### config.mk
export PLATFORM = sky130hd
export DESIGN_NAME = crossbar_2x2_sched
export DESIGN_NICKNAME = d
export VERILOG_FILES = /design/src/rtl/crossbar_2x2_sched_pkg.sv /design/src/rtl/crossbar_2x2_sched_cell.sv /design/src/rtl/crossbar_2x2_sched.sv
export SDC_FILE = /design/constraint.sdc
export NUM_CORES = 1
export LEC_CHECK = 0
export BUFFER_PORTS_ARGS = -buffer_cell sky130_fd_sc_hd__buf_2
export CORE_MARGIN = 1.5
export CORE_UTILIZATION = 45
export CTS_BUF_LIST = sky130_fd_sc_hd__clkbuf_16
export DETAILED_ROUTE_END_ITERATION = 10
export GPL_ROUTABILITY_DRIVEN = 0
export GPL_TIMING_DRIVEN = 0
export PLACE_DENSITY = 0.75
export SLEW_MARGIN = 15
export SYNTH_ARGS = -nofsm -noshare
export SYNTH_HDL_FRONTEND = slang
export SYNTH_HIERARCHICAL = 1
export SYNTH_SLANG_ARGS = --single-unit
### constraint.sdc
create_clock -name clk -period 2.3 [get_ports clk]
set_clock_uncertainty 0.15 [all_clocks]
set_input_delay 0.115 -clock clk [delete_from_list [all_inputs] [get_ports clk]]
set_output_delay 0.115 -clock clk [all_outputs]
set_load 0.005 [all_outputs]
### src/rtl/crossbar_2x2_sched_pkg.sv
// Shared definitions for the 2x2 crossbar scheduler.
//   XBAR_STRAIGHT / XBAR_CROSS : crossbar control encodings
//   IDLE / ACTIVE / DRAIN      : scheduler FSM state encodings
//   word_t                     : crossbar payload word
//   route_ctrl()               : crossbar control needed to route one request
package crossbar_2x2_sched_pkg;

    localparam logic XBAR_STRAIGHT = 1'b0;
    localparam logic XBAR_CROSS    = 1'b1;

    localparam logic [1:0] IDLE   = 2'd0;
    localparam logic [1:0] ACTIVE = 2'd1;
    localparam logic [1:0] DRAIN  = 2'd2;

    typedef logic [3:0] word_t;

    // in1 reaches out(dest+1) straight when dest=0; in2 reaches out2 straight when dest=1.
    function automatic logic route_ctrl(input logic dest, input logic from_in2);
        return from_in2 ? ~dest : dest;
    endfunction

endpackage

### src/rtl/crossbar_2x2_sched_cell.sv
// 4-bit 2x2 crossbar cell.
//   in1, in2   : input words
//   control    : XBAR_STRAIGHT (in1->1, in2->2) or XBAR_CROSS (in1->2, in2->1)
//   out1_a/2_a : switched words
//   out1_b/2_b : words not routed to the matching "a" port
module crossbar_2x2_sched_cell
    import crossbar_2x2_sched_pkg::*;
(
    input  word_t in1,
    input  word_t in2,
    input  logic  control,
    output word_t out1_a,
    output word_t out2_a,
    output word_t out1_b,
    output word_t out2_b
);

    always_comb begin
        if (control == XBAR_CROSS) begin
            out1_a = in2;
            out2_a = in1;
            out1_b = in1;
            out2_b = in2;
        end else begin
            out1_a = in1;
            out2_a = in2;
            out1_b = in2;
            out2_b = in1;
        end
    end

endmodule

### src/rtl/crossbar_2x2_sched.sv
// Scheduler/arbiter sharing a 2x2 crossbar cell between two valid/ready requesters.
//   clk, rst                 : clock, synchronous active-high reset
//   en                       : 1 = accept traffic, 0 = stop accepting and drain
//   inK_valid/dest/data      : requester K word and destination (0 = out1, 1 = out2)
//   inK_ready                : requester K word accepted this cycle
//   outK_valid/data/ready    : one-entry output buffer K with sink backpressure
//   xbar_control             : crossbar control this cycle (0 straight, 1 cross)
//   prio                     : round-robin pointer (0 = in1 wins the next conflict)
//   conflict_cnt             : saturating count of granted conflict cycles
//   busy                     : FSM not idle
module crossbar_2x2_sched
    import crossbar_2x2_sched_pkg::*;
#(
    parameter int unsigned CNT_W = 8
) (
    input  logic             clk,
    input  logic             rst,
    input  logic             en,
    input  logic             in1_valid,
    input  logic             in1_dest,
    input  logic [3:0]       in1_data,
    output logic             in1_ready,
    input  logic             in2_valid,
    input  logic             in2_dest,
    input  logic [3:0]       in2_data,
    output logic             in2_ready,
    output logic             out1_valid,
    output logic [3:0]       out1_data,
    input  logic             out1_ready,
    output logic             out2_valid,
    output logic [3:0]       out2_data,
    input  logic             out2_ready,
    output logic             xbar_control,
    output logic             prio,
    output logic [CNT_W-1:0] conflict_cnt,
    output logic             busy
);

    logic [1:0]       state_q, state_d;
    logic             out1_valid_q, out1_valid_d;
    logic             out2_valid_q, out2_valid_d;
    word_t            out1_data_q, out1_data_d;
    word_t            out2_data_q, out2_data_d;
    logic             prio_q, prio_d;
    logic [CNT_W-1:0] cnt_q, cnt_d;

    logic  free1, free2, free_t1, free_t2;
    logic  accepting, conflict;
    logic  grant1, grant2;
    logic  wr1, wr2;
    logic  ctrl;
    word_t xa1, xa2;
    word_t unused_b1, unused_b2;

    // A buffer can take a word if empty or being drained this same cycle.
    assign free1   = !out1_valid_q || out1_ready;
    assign free2   = !out2_valid_q || out2_ready;
    assign free_t1 = in1_dest ? free2 : free1;
    assign free_t2 = in2_dest ? free2 : free1;

    assign accepting = (state_q == ACTIVE) && en;
    assign conflict  = in1_valid && in2_valid && (in1_dest == in2_dest);

    always_comb begin
        grant1 = 1'b0;
        grant2 = 1'b0;
        if (accepting) begin
            if (conflict) begin
                if (!prio_q) grant1 = free_t1;
                else         grant2 = free_t2;
            end else begin
                grant1 = in1_valid && free_t1;
                grant2 = in2_valid && free_t2;
            end
        end
    end

    // With both granted the destinations differ, so both requests imply the same control.
    always_comb begin
        ctrl = XBAR_STRAIGHT;
        if (grant1)      ctrl = route_ctrl(in1_dest, 1'b0);
        else if (grant2) ctrl = route_ctrl(in2_dest, 1'b1);
    end

    crossbar_2x2_sched_cell u_cell (
        .in1     (in1_data),
        .in2     (in2_data),
        .control (ctrl),
        .out1_a  (xa1),
        .out2_a  (xa2),
        .out1_b  (unused_b1),
        .out2_b  (unused_b2)
    );

    assign wr1 = (grant1 && !in1_dest) || (grant2 && !in2_dest);
    assign wr2 = (grant1 && in1_dest)  || (grant2 && in2_dest);

    always_comb begin
        out1_valid_d = out1_valid_q;
        out1_data_d  = out1_data_q;
        out2_valid_d = out2_valid_q;
        out2_data_d  = out2_data_q;
        if (wr1) begin
            out1_valid_d = 1'b1;
            out1_data_d  = xa1;
        end else if (out1_ready) begin
            out1_valid_d = 1'b0;
        end
        if (wr2) begin
            out2_valid_d = 1'b1;
            out2_data_d  = xa2;
        end else if (out2_ready) begin
            out2_valid_d = 1'b0;
        end
    end

    // Pointer moves to the loser only when a conflict actually produced a grant.
    always_comb begin
        prio_d = prio_q;
        cnt_d  = cnt_q;
        if (conflict && (grant1 || grant2)) begin
            prio_d = ~prio_q;
            if (cnt_q != {CNT_W{1'b1}}) cnt_d = cnt_q + 1'b1;
        end
    end

    always_comb begin
        state_d = state_q;
        case (state_q)
            IDLE:    if (en) state_d = ACTIVE;
            ACTIVE:  if (!en) state_d = DRAIN;
            DRAIN: begin
                if (en)                                state_d = ACTIVE;
                else if (!out1_valid_d && !out2_valid_d) state_d = IDLE;
            end
            default: state_d = IDLE;
        endcase
    end

    always_ff @(posedge clk) begin
        if (rst) begin
            state_q      <= IDLE;
            out1_valid_q <= 1'b0;
            out2_valid_q <= 1'b0;
            out1_data_q  <= '0;
            out2_data_q  <= '0;
            prio_q       <= 1'b0;
            cnt_q        <= '0;
        end else begin
            state_q      <= state_d;
            out1_valid_q <= out1_valid_d;
            out2_valid_q <= out2_valid_d;
            out1_data_q  <= out1_data_d;
            out2_data_q  <= out2_data_d;
            prio_q       <= prio_d;
            cnt_q        <= cnt_d;
        end
    end

    assign in1_ready    = grant1;
    assign in2_ready    = grant2;
    assign out1_valid   = out1_valid_q;
    assign out1_data    = out1_data_q;
    assign out2_valid   = out2_valid_q;
    assign out2_data    = out2_data_q;
    assign xbar_control = ctrl;
    assign prio         = prio_q;
    assign conflict_cnt = cnt_q;
    assign busy         = (state_q != IDLE);

endmodule

==> out/qor.csv, run 1 <==
metric;value;unit
grt_overflow;0;
finalCriticalPeriod;2.34;ns
numCtsBuffers;3;
p_leak;0.774;nW
hold_path.startpoint;out2_ready;
utilization;0.653;
nets;192;
clkTransAtPathRegs;0.06;ns
clock-sinks;21;
dp_hpwl;2050;um
violations;negative setup slack;
slowest_delay;0.48;ns
core_region_area;2500;um^2
syn-cell-area;1200;um^2
path_cells;and4b_2 -> o21ai_4 -> nor2_2 -> or4_1 -> o21ai_2 -> buf_6 -> buf_4 -> mux2_4 -> mux2i_1 -> nor2_1;
antenna_found_initial;0;
hold_class;input pin to flip-flop;
drc;0;
viasPerCell;5.22;
grt_usage;0.205;
yosysWarnings;6;
setup_slack;-0.0422;ns
num_rows;18;
grt_pass1_vias;999;
crit_path_top_delay_cell;or4_1;
routed_wl;2790;um
cts_tree;built;
finalSetupViolCount;2;
syn_avg_cell_area;9.94;um^2
port_buffers;39;
crit_path_max_fanout;8;
maxSlewViolCount;0;
crit_type;flip-flop to flip-flop;
grt_pass1_wl;4320;um
fin_tns_setup;-0.0804;ns
rsz0062_at_grt;true;
n_antenna_cell;0;
dieArea;2990;um^2
clockBufferDepth;2;
crit_required;2.28;ns
status;finished with violations;
fmax;427;MHz
drt_iter0_drc;7;
vdd_drop_max;0.353;mV
drtAntennaViolNets;0;
start_util;0.481;
pin_count;40;
die_w;54.7;um
finalHoldViolations;0;
rr_startpoint;state_q[1];
post-route-period-util;1.02;
vias;1059;
startpoint;state_q[1];
wl_per_cell;13.7;um
syn_to_final_growth;35.8;%
root_buffer;clkbuf_16;
drv_cap;0;
die_h;54.7;um
tightest_slew;0.526;ns
synthCells;121;
crit_arrival;2.32;ns
worstSkewPairLatency;0.25;ns
start_kind;flip-flop;
max_slew_margin;0.650;
cp-end-kind;flip-flop;
drive_above_1_share;0.480;
power.density;516;nW/um^2
dr.pass1.iters;4;
grt_start_max_net_pins;12;
syn-num-nets;139;
htreeDepth;1;
-- placed cells by master (no fill, tap or decap), types with 2 or more instances in the layout --
master and n:
nand2b_1 3, clkbuf_16 3, or3_1 2, clkbuf_1 2, buf_6 2, nand2_1 3
nor4_1 2, mux2_4 8, o21ai_2 2, inv_1 4, buf_2 40, nor2_1 16
dfxtp_2 2, xnor2_1 6, dlygate4sd3_1 2, nand2b_4 2, a21oi_1 3, dfxtp_1 18
and4_1 2, buf_4 10, nand3_1 3, mux2i_1 10, nor2b_1 2
-- worst max-delay path: cells and delay by family, from the launching register on --
family / cells / cell delay [ns]
AND/OR/NAND/NOR: 4 / 0.83
AO/OA/AOI/OAI: 2 / 0.17
multiplexers: 2 / 0.41
buffers and inverters: 2 / 0.30
flip-flops: 1 / 0.35
-- worst paths after layout --
kind	end	slack (ns)	depth (start not counted)
hold / removal	state_q[1]	0.06	3
setup reg to reg	out1_data[0]	-0.04	10
hold reg to reg	out2_data[0]	0.35	2
setup / recovery	out1_data[0]	-0.04	10
-- report_power, final --
part	leakage, nW	switching [mW]	internal, mW	total [mW]
clock network	0.0423	0.136	0.232	0.368
logic	0.561	0.0441	0.0565	0.101
registers	0.171	0.00485	0.369	0.374
-- repair_timing --
| action | 4_1_cts | 5_1_grt |
|---|---|---|
| setup endpoints to repair | 8 | 7 |
| resized for setup | 5 | 0 |
| gates cloned | 0 | 0 |
| hold endpoints to repair | 2 | 0 |
| setup buffers | 11 | 0 |
| hold buffers | 2 | 0 |
| pin swaps | 2 | 2 |
-- flip-flops by register name (all words and copies together), names as in the netlist --
register and flops:
conflict_cnt 8, out1_data 4, out1_valid 1, out2_data 4
out2_valid 1, prio 1, state_q 2
-- metrics by stage --
stage	cell area [um^2]	cells	hold WS (ns)	worst slack, ns	total power, mW
2_1_floorplan	1250	121	0.0843	-0.107	0.447
3_3_place_gp	1480	190	0.222	-0.193	0.479
3_5_place_dp	1480	190	0.233	-0.259	0.483
4_1_cts	1630	203	0.0561	-0.0330	0.850
5_1_grt	1630	203	0.0764	-0.116	0.875
6_report	1630	203	0.0576	-0.0422	0.843
-- metal layers --
metal,share of wire,global-route usage,up-vias
met2,0.50,0.347,29
li1,-,-,527
met4,0.015,0.0750,0
met5,0,0,-
met1,0.44,0.239,498
met3,0.050,0.0628,5
-- area by class of cell --
| class | instances | area, um^2 |
|---|---|---|
| repair buffers | 52 | 302 |
| inverters | 3 | 11.3 |
| multi-input cells | 89 | 753 |
| clock inverters | 1 | 3.75 |
| clock buffers | 3 | 75.1 |
| fillers | 204 | 867 |
| flip-flops and latches | 21 | 427 |
| well taps | 30 | 37.5 |
| plain buffers | 4 | 23.8 |
Note: power is estimated with default switching activity, not from simulation.
==> inputs of run 2 (changes only) <==
--- a/config.mk
+++ b/config.mk
@@ -7,12 +7,12 @@
 export LEC_CHECK = 0
 export BUFFER_PORTS_ARGS = -buffer_cell sky130_fd_sc_hd__buf_2
 export CORE_MARGIN = 1.5
-export CORE_UTILIZATION = 45
+export CORE_UTILIZATION = 50
 export CTS_BUF_LIST = sky130_fd_sc_hd__clkbuf_16
 export DETAILED_ROUTE_END_ITERATION = 10
 export GPL_ROUTABILITY_DRIVEN = 0
 export GPL_TIMING_DRIVEN = 0
-export PLACE_DENSITY = 0.75
+export PLACE_DENSITY = 0.79
 export SLEW_MARGIN = 15
 export SYNTH_ARGS = -nofsm -noshare
 export SYNTH_HDL_FRONTEND = slang
==> constraint.sdc (replaced) <==
create_clock -name clk -period 3.02 [get_ports clk]
set_clock_uncertainty 0.15 [all_clocks]
set_input_delay 0.151 -clock clk [delete_from_list [all_inputs] [get_ports clk]]
set_output_delay 0.151 -clock clk [all_outputs]
set_load 0.005 [all_outputs]
==> out/qor.csv, run 2 (synthesis gave the netlist of run 1 again) <==
metric;value;unit;change
vias;1020;;-3.7%
clockBufferDepth;2;;unchanged
placedCellCount;188;;-1.1%
p_total;627;uW;-26%
grt_start_max_net_pins;12;;unchanged
grt_usage;0.203;;-0.00200
tightest_slew;0.483;ns;-0.0431 ns
utilization;0.681;;+0.0275
intPower;497;uW;-24%
drive_above_1_share;0.421;;-0.0590
start_kind;flip-flop;;
drv_cap;0;;unchanged
start_util;0.538;;+0.0574
p_leak;0.715;nW;-7.7%
crit_path_max_fanout;9;;+1
nets;183;;-4.7%
port_buffers;39;;unchanged
grt_overflow;0;;unchanged
clock-sinks;21;;unchanged
viasPerCell;5.31;;+1.8%
clkTransAtPathRegs;0.05;ns;about the same
crit_type;flip-flop to flip-flop;;
n_antenna_cell;0;;unchanged
pin_count;40;;unchanged
status;finished clean;;
dp_hpwl;1950;um;-4.7%
core_region_area;2230;um^2;-11%
antenna_found_initial;0;;unchanged
routed_wl;2510;um;-10%
crit_required;2.99;ns;+0.71 ns
die_h;52.0;um;-4.8%
grt_pass1_wl;4250;um;-1.6%
fin_tns_setup;0;ns;+0.0804 ns
maxSlewViolCount;0;;unchanged
dr.pass1.iters;4;;unchanged
numCtsBuffers;3;;unchanged
cts_resized;0;;-5
crit_arrival;2.63;ns;+0.31 ns
cp-end-kind;flip-flop;;
final_common_cell;buf_2;;
max_slew_margin;0.678;;+0.0287
mostFrequentLayoutCells;buf_2 (40), dfxtp_1 (21), nor2_1 (16);;
cts_tree;built;;
ctsHoldBuffers;0;;-2
die_w;52.0;um;-4.8%
finalHoldViolations;0;;unchanged
dieArea;2710;um^2;-9.5%
postCtsSetupRepairBufs;0;;-11
num_rows;17;;-1
syn_to_final_growth;26.4;%;
drt_iter0_drc;20;;+13
rsz0062_at_grt;false;;
fmax;376;MHz;-12%
finalCriticalPeriod;2.66;ns;+0.320 ns
finalSetupViolCount;0;;-2
drtAntennaViolNets;0;;unchanged
htreeDepth;1;;unchanged
clkPwrFrac;0.431;;-0.006
root_buffer;clkbuf_16;;
worstSkewPairLatency;0.25;ns;about the same
wl_per_cell;13.0;um;-4.9%
hold_class;input pin to flip-flop;;
drc;0;;unchanged
p_seq_frac;0.454;;+0.010
instances_no_fill;192;;-5.4%
power_frac_comb;0.114;;-0.005
grt_pass1_vias;991;;-0.80%
power.share.switching;0.207;;-0.0129
largest_reg_flops;8;;unchanged
power.density;413;nW/um^2;-20%
vdd_drop_max;0.532;mV;+51%
post-route-period-util;0.882;;-0.137
switchingPower;130;uW;-30%
[run 2: cell count changes in the layout (fill, tap and decap cells not counted), sizes merged]
| cell | delta |
|---|---|
| dlygate4sd3 | -2 |
| buf | -7 |
[run 2: layout make-up]
class                      instances  area, um^2
buffer                             8        53.8
clock buffer                       3        75.1
clock inverter                     1        3.75
fill                             187         713
inverter                           3        11.3
multi-input combinational         89         726
sequential                        21         420
tap                               28        35.0
timing repair buffer              39         195
[run 2: final timing paths]
kind	depth (start not counted)	slack [ns]	start	to
setup / recovery	10	0.36	out1_valid	out2_data[2]
setup reg to reg	10	0.36	out1_valid	out2_data[2]
hold reg to reg	2	0.34	out2_data[0]	out2_data[0]
hold / removal	3	0.01	en	state_q[0]
[run 2: critical path: stages (launching register included)]
cell and delay (ns):
dfxtp_1 0.33, nand2b_1 0.17, mux2i_4 0.35, nor2_2 0.09, or4_1 0.48, o21ai_1 0.15
buf_6 0.20, mux2_4 0.30, buf_4 0.13, mux2i_1 0.13, nor2_1 0.05
[run 2: stage by stage]
stage	cell area, um^2	setup slack [ns]	hold slack (ns)
after floorplan	1200	0.473	0.120
after global placement	1430	0.299	0.259
after detailed placement	1430	0.243	0.269
after CTS	1510	0.215	0.00953
after global routing	1520	0.139	0.0181
final	1520	0.357	0.0120
[run 2: power groups by stage]
stage                     sequential (mW)  combinational [mW]  clock (mW)
final                               0.285              0.0718       0.270
after global routing                0.285              0.0783       0.285
after CTS                           0.285              0.0713       0.273
after detailed placement            0.291              0.0710           0
after global placement              0.291              0.0688           0
after floorplan                     0.291              0.0444           0
[run 2: routing by layer]
metal,vias up,track usage,wire [um]
met3,0,0.0259,100
met4,0,0.0395,0
met5,-,0,0
met1,485,0.257,1150
met2,26,0.365,1260
li1,509,-,-
==> inputs of run 3 (changes only) <==
--- a/config.mk
+++ b/config.mk
@@ -12,6 +12,7 @@
 export DETAILED_ROUTE_END_ITERATION = 10
 export GPL_ROUTABILITY_DRIVEN = 0
 export GPL_TIMING_DRIVEN = 0
+export HOLD_SLACK_MARGIN = 0.03
 export PLACE_DENSITY = 0.79
 export SLEW_MARGIN = 15
 export SYNTH_ARGS = -nofsm -noshare
==> out/qor.csv, run 3 (synthesis gave the netlist of run 1 again) <==
metric;value;unit;change
crit_required;2.99;ns;about the same
hold_class;input pin to flip-flop;;
mostFrequentLayoutCells;buf_2 (40), dfxtp_1 (21), nor2_1 (16);;
grt_usage;0.204;;+0.00121
rsz0062_at_grt;false;;
status;finished clean;;
grt_overflow;0;;unchanged
wl_per_cell;13.0;um;-0.68%
numCtsBuffers;3;;unchanged
vias;1016;;-0.39%
die_h;52.0;um;unchanged
root_buffer;clkbuf_16;;
rr_startpoint;out1_valid;;
worstSkewPairLatency;0.25;ns;about the same
die_w;52.0;um;unchanged
routed_wl;2500;um;-0.16%
finalSetupViolCount;0;;unchanged
largest_reg_flops;8;;unchanged
clockBufferDepth;2;;unchanged
num-fill-cells;186;;-0.53%
final_common_cell;buf_2;;
tightest_slew;0.483;ns;+0.000416 ns
vdd_drop_max;0.532;mV;about the same
finalCriticalPeriod;2.72;ns;+0.0604 ns
maxSlewViolCount;0;;unchanged
cp-endpoint;out2_data[2];;
start_kind;input pin;;
crit_type;input pin to flip-flop;;
crit_path_max_fanout;8;;-1
drtAntennaViolNets;0;;unchanged
syn_to_final_growth;27.3;%;
worst-r2r-setup-slack;0.35;ns;about the same
port_buffers;39;;unchanged
cp-end-kind;flip-flop;;
drive_above_1_share;0.418;;-0.00255
fmax;367;MHz;-2.2%
clkTransAtPathRegs;0.05;ns;about the same
grt_pass1_wl;4280;um;+0.66%
p_total;628;uW;+0.12%
n_antenna_cell;0;;unchanged
grt_pass1_vias;1008;;+1.7%
p_leak;0.719;nW;+0.58%
drv_cap;0;;unchanged
antenna_found_initial;0;;unchanged
max_slew_margin;0.678;;about the same
htreeDepth;1;;unchanged
dp_hpwl;1950;um;unchanged
grt_start_max_net_pins;12;;unchanged
nets;184;;+0.55%
multiInputGateArea;726;um^2;unchanged
clock-sinks;21;;unchanged
drc;0;;unchanged
power.density;410;nW/um^2;-0.53%
start_util;0.538;;unchanged
pin_count;40;;unchanged
viasPerCell;5.26;;-0.91%
fin_tns_setup;0;ns;unchanged
finalHoldViolations;0;;unchanged
crit_arrival;2.69;ns;+0.06 ns
drt_iter0_drc;14;;-30%
num_rows;17;;unchanged
dr.pass1.iters;4;;unchanged
postCtsSetupRepairBufs;0;;unchanged
post-route-period-util;0.902;;+0.0200
reg2regPathDepth;10;;unchanged
regArea;420;um^2;unchanged
core_region_area;2230;um^2;unchanged
startpoint;en;;
cts_tree;built;;
dieArea;2710;um^2;unchanged
worstReg2RegEnd;out2_data[2];;
run 3: changes by cell type in the layout (fill, tap and decap cells not counted):
| cell | change |
|---|---|
| dlygate4sd3_1 | +1 |
run 3: metrics by stage:
step	area, um^2	utilization	setup WS, ns	cells	hold WS (ns)
global placement	1430	0.641	0.299	188	0.259
finish	1530	0.685	0.297	193	0.0319
floorplan	1200	-	0.473	121	0.120
global route	1530	0.685	0.103	193	0.0503
CTS	1520	0.681	0.215	193	0.0331
detailed placement	1430	0.641	0.243	188	0.269
run 3: per-layer routing:
layer  vias to the layer above  wire length (um)  GRT usage  share of wire
met5                         -                 0          0              0
met4                         0                 0     0.0482              0
met3                         0                98     0.0287          0.039
met2                        24              1260      0.365           0.50
met1                       480              1140      0.255           0.46
li1                        512                 -          -              -
run 3: area by class of cell:
class	count	area share
buffer	8	0.0352
clock buffer	3	0.0491
clock inverter	1	0.00245
inverter	3	0.00736
multi-input combinational	89	0.474
sequential	21	0.275
tap	28	0.0229
timing repair buffer	40	0.134
run 3: critical path, cell delays in order:
cell and delay (ns):
dlygate4sd3_1 0.53, buf_2 0.15, and4b_1 0.23, o21ai_2 0.13
nor2_2 0.06, or4_1 0.49, o21ai_1 0.15, buf_6 0.20
mux2_4 0.30, buf_4 0.13, mux2i_1 0.13, nor2_1 0.05
run 3: worst min-delay path by stage:
stage            endpoint  cells past startpoint  start
2_1_floorplan  state_q[0]                      2     en
3_3_place_gp   state_q[0]                      3     en
3_5_place_dp   state_q[0]                      3     en
4_1_cts        state_q[1]                      3    rst
5_1_grt        state_q[1]                      3    rst
6_report       state_q[1]                      3    rst
run 3: what timing repair did:
item,in CTS,in global routing
hold buffers,1,0
gates resized for setup,0,1
endpoints found under the hold margin,1,0
endpoints found under the setup margin,0,1
run 3: power by group:
| part | internal [mW] | leakage (nW) | switching (mW) |
|---|---|---|---|
| sequential | 0.282 | 0.170 | 0.00336 |
| clock | 0.176 | 0.0423 | 0.0942 |
| combinational | 0.0406 | 0.507 | 0.0322 |
